File: config.mk
export PLATFORM = sky130hd
export DESIGN_NAME = dibits_to_bytes
export DESIGN_NICKNAME = d
export VERILOG_FILES = /design/src/rtl/dibits_to_bytes_pkg.sv /design/src/rtl/dibits_to_bytes.sv
export SDC_FILE = /design/constraint.sdc
export NUM_CORES = 1
export LEC_CHECK = 0
export CAP_MARGIN = 20
export CORE_AREA = 2 2 45 47
export CTS_BUF_LIST = sky130_fd_sc_hd__clkbuf_2 sky130_fd_sc_hd__clkbuf_4 sky130_fd_sc_hd__clkbuf_8
export CTS_CLUSTER_SIZE = 12
export DETAILED_ROUTE_END_ITERATION = 16
export DIE_AREA = 0 0 47 49
export PLACE_DENSITY = 0.69
export SETUP_SLACK_MARGIN = 0.2
export SLEW_MARGIN = 40
export SYNTH_ARGS = -nofsm -noshare
export SYNTH_HDL_FRONTEND = slang
export SYNTH_SLANG_ARGS = --single-unit
File: constraint.sdc
create_clock -name clk -period 1.5 [get_ports clk]
set_input_delay 0.225 -clock clk [delete_from_list [all_inputs] [get_ports clk]]
set_output_delay 0.225 -clock clk [all_outputs]
set_load 0.01 [all_outputs]
File: src/rtl/dibits_to_bytes_pkg.sv
// Shared parameters and helpers for the dibit-to-byte assembler.
package dibits_to_bytes_pkg;

  localparam int unsigned BYTE_LEN_DEFAULT = 8;
  localparam int unsigned DIBIT_W          = 2;

  // Ceiling log2; returns 0 for v <= 1.
  function automatic int unsigned clog2(input int unsigned v);
    int unsigned r;
    r = 0;
    for (int unsigned i = 0; i < 32; i++) begin
      if ((64'(1) << i) < 64'(v)) r = i + 1;
    end
    return r;
  endfunction

endpackage

File: src/rtl/dibits_to_bytes.sv
// Assembles LSB-first dibits into BYTE_LEN-bit words, with frame-end flush.
module dibits_to_bytes
  import dibits_to_bytes_pkg::*;
#(
  parameter int unsigned BYTE_LEN = BYTE_LEN_DEFAULT
) (
  input  logic                      clk,
  input  logic                      rst,
  input  logic                      inclk,
  input  logic [DIBIT_W-1:0]        in,
  input  logic                      in_done,
  output logic [BYTE_LEN-1:0]       out,
  output logic                      outclk,
  output logic                      done
);

  localparam int unsigned DIBITS   = BYTE_LEN / 2;
  localparam int unsigned CNT_BITS = clog2(DIBITS);
  // A one-dibit word still needs a 1-bit counter register to exist.
  localparam int unsigned CNT_W    = (CNT_BITS > 0) ? CNT_BITS : 1;
  localparam logic [CNT_W-1:0] LAST_CNT = CNT_W'(DIBITS - 1);

  logic [BYTE_LEN-1:0] shift_q;
  logic [CNT_W-1:0]    cnt_q;
  logic [BYTE_LEN-1:0] shifted_c;

  // New dibit enters at the top so the first one ends up in bits [1:0].
  always_comb begin
    shifted_c = BYTE_LEN'({in, shift_q} >> DIBIT_W);
  end

  always_ff @(posedge clk or negedge rst) begin
    if (!rst) begin
      shift_q <= '0;
      cnt_q   <= '0;
      out     <= '0;
      outclk  <= 1'b0;
      done    <= 1'b0;
    end else begin
      outclk <= 1'b0;
      done   <= 1'b0;
      if (inclk) begin
        if (cnt_q == LAST_CNT) begin
          out     <= shifted_c;
          outclk  <= 1'b1;
          cnt_q   <= '0;
          shift_q <= '0;
        end else begin
          cnt_q   <= cnt_q + CNT_W'(1);
          shift_q <= shifted_c;
        end
      end
      // Frame end wins over any partial accumulation, after the dibit is taken.
      if (in_done) begin
        done    <= 1'b1;
        cnt_q   <= '0;
        shift_q <= '0;
      end
    end
  end

endmodule

# Word level (Yosys, flattened, before mapping)
# Cells that the tools add are included.
# W data, S select, Z words.
# word_totals
wordCells,18
in_bits,6
register_bits,20
output_inout_bits,10
# op_classes
reduce_logical,2
n_addsub,1
muxes,9
eq_ne,1
# ops
operator,count
$mux W8,3
$mux W2,3
$mux W1,3
$add A2 B1 Y2 const B,1
$eq A2 B2 Y1 const B,1
$reduce_and A2 Y1,1
$reduce_bool A2 Y1,1

# Logic depth before layout (Yosys ltp)
# logic_depth
ltp_word,4
mapped_depth,3
depth_no_buf,3

# Worst setup path after synthesis
# No wires, ideal clock.
# synth_timing
kind,reg-to-reg
start,register cnt_q[0]
end,register out[0]
t_required_ps,1375
path_stages_with_launch,4
arrival_time_ps,1073
setup_slack_ps,302
path_buffers,0
setup_ps,125
cell_sequence,dfrtp_1 ha_1 nand2_8 mux2_4
# synth_between
elab_chain_len,2
# synth_lines
element,line,text
from (decl),dibits_to_bytes.sv:24,logic [CNT_W-1:0] cnt_q;
from (signal assigned),dibits_to_bytes.sv:49,cnt_q <= cnt_q + CNT_W'(1);
$eq A2 B2 Y1,dibits_to_bytes.sv:43,if (cnt_q == LAST_CNT) begin
$reduce_and A2 Y1 (no line),n/a,
to (signal assigned),dibits_to_bytes.sv:44,out <= shifted_c;
to (decl),dibits_to_bytes.sv:12,"output logic [BYTE_LEN-1:0] out,"
# Every way passes these cells.
# A chain may end at the register's enable or synchronous reset.

# Worst setup path in the final report
# layout_timing
start,register cnt_q[0]
end,register out[1]
# Same word-level chain as after synthesis.

==> impl_metrics.yaml <==
outcome:
  outcome: "completed"
final_layout:
  final_util_pct: 54.3
  multiInputGateArea_um2: 300
  finalNonFillerCells: 98
  final_nets: 79
  regArea_um2: 450
  area_delta_synth_final_pct: 28.9
  design_area_um2: 1000
  final_common_cell: "dfrtp_1"
  antenna_cells: 0
  most-common-layout-cells: "dfrtp_1, dlygate4sd2_1, mux2_4, clkdlybuf4s50_1"
  drive_above_1_share_pct: 29.6
  fillCellCount: 172
grt:
  grt_max_degree: 19
  grt_pass1_vias: 513
  grt_use_met3_pct: 3.33
  grt-busiest-layer: "met2"
  antenna_found_initial: 0
  grt-ovfl-total: 0
  grt_usage_pct: 13.7
  gr-usage-met2_pct: 20.5
  met1_usage_pct: 17.8
  grt_pass1_wl_mm: 2.23
floorplan:
  start_util_pct: 42.1
  dieArea_mm2: 0.00230
  io_pins: 16
  die_width_um: 47
  core_area_mm2: 0.00184
  rows: 16
  fp.dieH_um: 49
worst_setup_path:
  crit_path_max_fanout: 9
  reg2reg_to: "out[1]"
  start_kind: "flip-flop"
  critical_path_buf_inv_count: 0
  endpoint_kind: "flip-flop"
  worstSetupPathType: "flip-flop to flip-flop"
  reg2reg_depth: 3
  slowest_delay_ns: 0.41
  crit_arrival_ns: 1.38
  crit_chain: "ha_2 -> nand2_8 -> mux2_4"
  critPathRequiredTime_ns: 1.68
  critPathSlowestCell: "dfrtp_1"
  r2r_start: "cnt_q[0]"
  crit_family: "flip-flops"
  r2r_slack_ns: 0.30
drt:
  antenna_left: 0
  drc_errors: 0
  drt-total-wl_mm: 1.24
  wl_per_cell_um: 12.7
  num_vias: 484
  first_pass_iters: 4
  drt_iter0_markers: 7
  vias_per_cell: 4.94
sta:
  setup-violations-final: 0
  finClkSkew_ns: 0.00543
  worstMarginPinSlew_ns: 0.268
  drv_slew: 0
  slew_headroom_pct: 82.1
  tns_ns: 0
  clock.fmax_ghz: 0.836
  worst_slack_ns: 0.304
  rsz0062_at_grt: "no"
  period_share_pct: 79.8
  fin_crit_ns: 1.20
  hold_viol: 0
min_path:
  hold_class: "primary input to asynchronous set/reset pin"
clock_network:
  numCtsBuffers: 3
  clkLatencyLatePin_ns: 0.29
  hold_buffers: 0
  root_buffer: "clkbuf_4"
  cts_tree: "built"
  path_clk_slew_ns: 0.10
  cts.sinks: 18
  clk_path_buf_depth: 2
  htreeDepth: 1
  cts_setup_buffers: 0
place:
  place.gp.congestion: 0.819
  placed_area_um2: 973
  hpwl_um: 927
  portBuffers: 15
  dp.cells: 94
  pre_cts_slack_ns: 0.0471
synth:
  yosysTopAreaCell: "dfrtp_1"
  syn_area_um2: 776
  yosysUniqueCellTypes: 17
  syn-instance-count: 50
  synth_top_area_share_pct: 58.1
  yosysSeqAreaShare_pct: 58.1
  syn_nets: 57
  syn_area_per_cell_um2: 15.5
  synth_warnings: 0
  synth-seq-cells: 18
  yosys-top-cells-area: "dfrtp_1, mux2_4, a2bb2o_4"
job:
  drv_cap: 0
power_and_ir_drop:
  vdd_drop_max_mv: 0.738
  powerDensity_mw_per_mm2: 1020
  leakagePower_nw: 0.524
## stage by stage
step / power, W / hold WS (ns)
6_report: 0.00102 / 0.253
3_5_place_dp: 0.000761 / 0.495
2_1_floorplan: 0.000658 / -0.0706
3_3_place_gp: 0.000756 / 0.491
5_1_grt: 0.00107 / 0.268
4_1_cts: 0.00104 / 0.254
## kinds of logic (layout without fill, tap and decap cells)
group	count (synthesis)	count (layout)	synth area share [%]
flip-flops	18	18	58.1
AND/OR/NAND/NOR	10	10	10.0
multiplexers	9	9	16.8
AO/OA/AOI/OAI	6	6	8.87
buffers and inverters	5	26	3.55
adder cells (fa/ha/maj)	1	1	1.61
XOR/XNOR	1	1	1.13
## cell type report
cell class | count | area share (%)
Sequential cell | 18 | 45.1
Timing Repair Buffer | 19 | 16.8
Tap cell | 27 | 3.38
Clock buffer | 4 | 3.63
Multi-Input combinational cell | 27 | 30.0
Inverter | 3 | 1.13
## what timing repair did
item,in CTS,in global routing
gates resized for setup,10,1
pin swaps,0,0
setup endpoints to repair,10,8
## where the power goes
part / total (W) / switching [W] / leakage [nW] / internal (W)
clock network: 0.000296 / 0.000148 / 0.0210 / 0.000148
logic: 0.000178 / 0.0000719 / 0.260 / 0.000106
registers: 0.000546 / 0.0000205 / 0.243 / 0.000526
## Yosys cell counts
library cell,count
a21oi_1,1
a2bb2o_4,2
buf_2,1
buf_6,1
dfrtp_1,18
ha_1,1
inv_1,3
mux2_4,8
mux2i_1,1
nand2_8,1
nand2b_1,4
nand2b_4,1
nand3b_1,1
nor2_1,3
o22ai_1,1
o32ai_1,2
xnor2_1,1
## routing by layer
metal	vias up	routed length, µm
met2	16	577
met4	0	44
li1	215	-
met1	247	571
met5	-	0
met3	6	50
## flip-flops by register name (all words and copies together), names as in the netlist
register  flops
shift_q       6
done          1
outclk        1
out           8
cnt_q         2
## worst max path at each step
stage | from | endpoint | slack, ns | cells after the start
after floorplan | cnt_q[0] | out[0] | 0.30 | 3
after global placement | inclk | shift_q[6] | 0.05 | 4
after detailed placement | inclk | shift_q[5] | 0.05 | 4
after CTS | cnt_q[0] | out[6] | 0.21 | 3
after global routing | out[0] | out[0] | 0.25 | 1
final | cnt_q[0] | out[1] | 0.30 | 3
(Power assumes the default switching activity.)
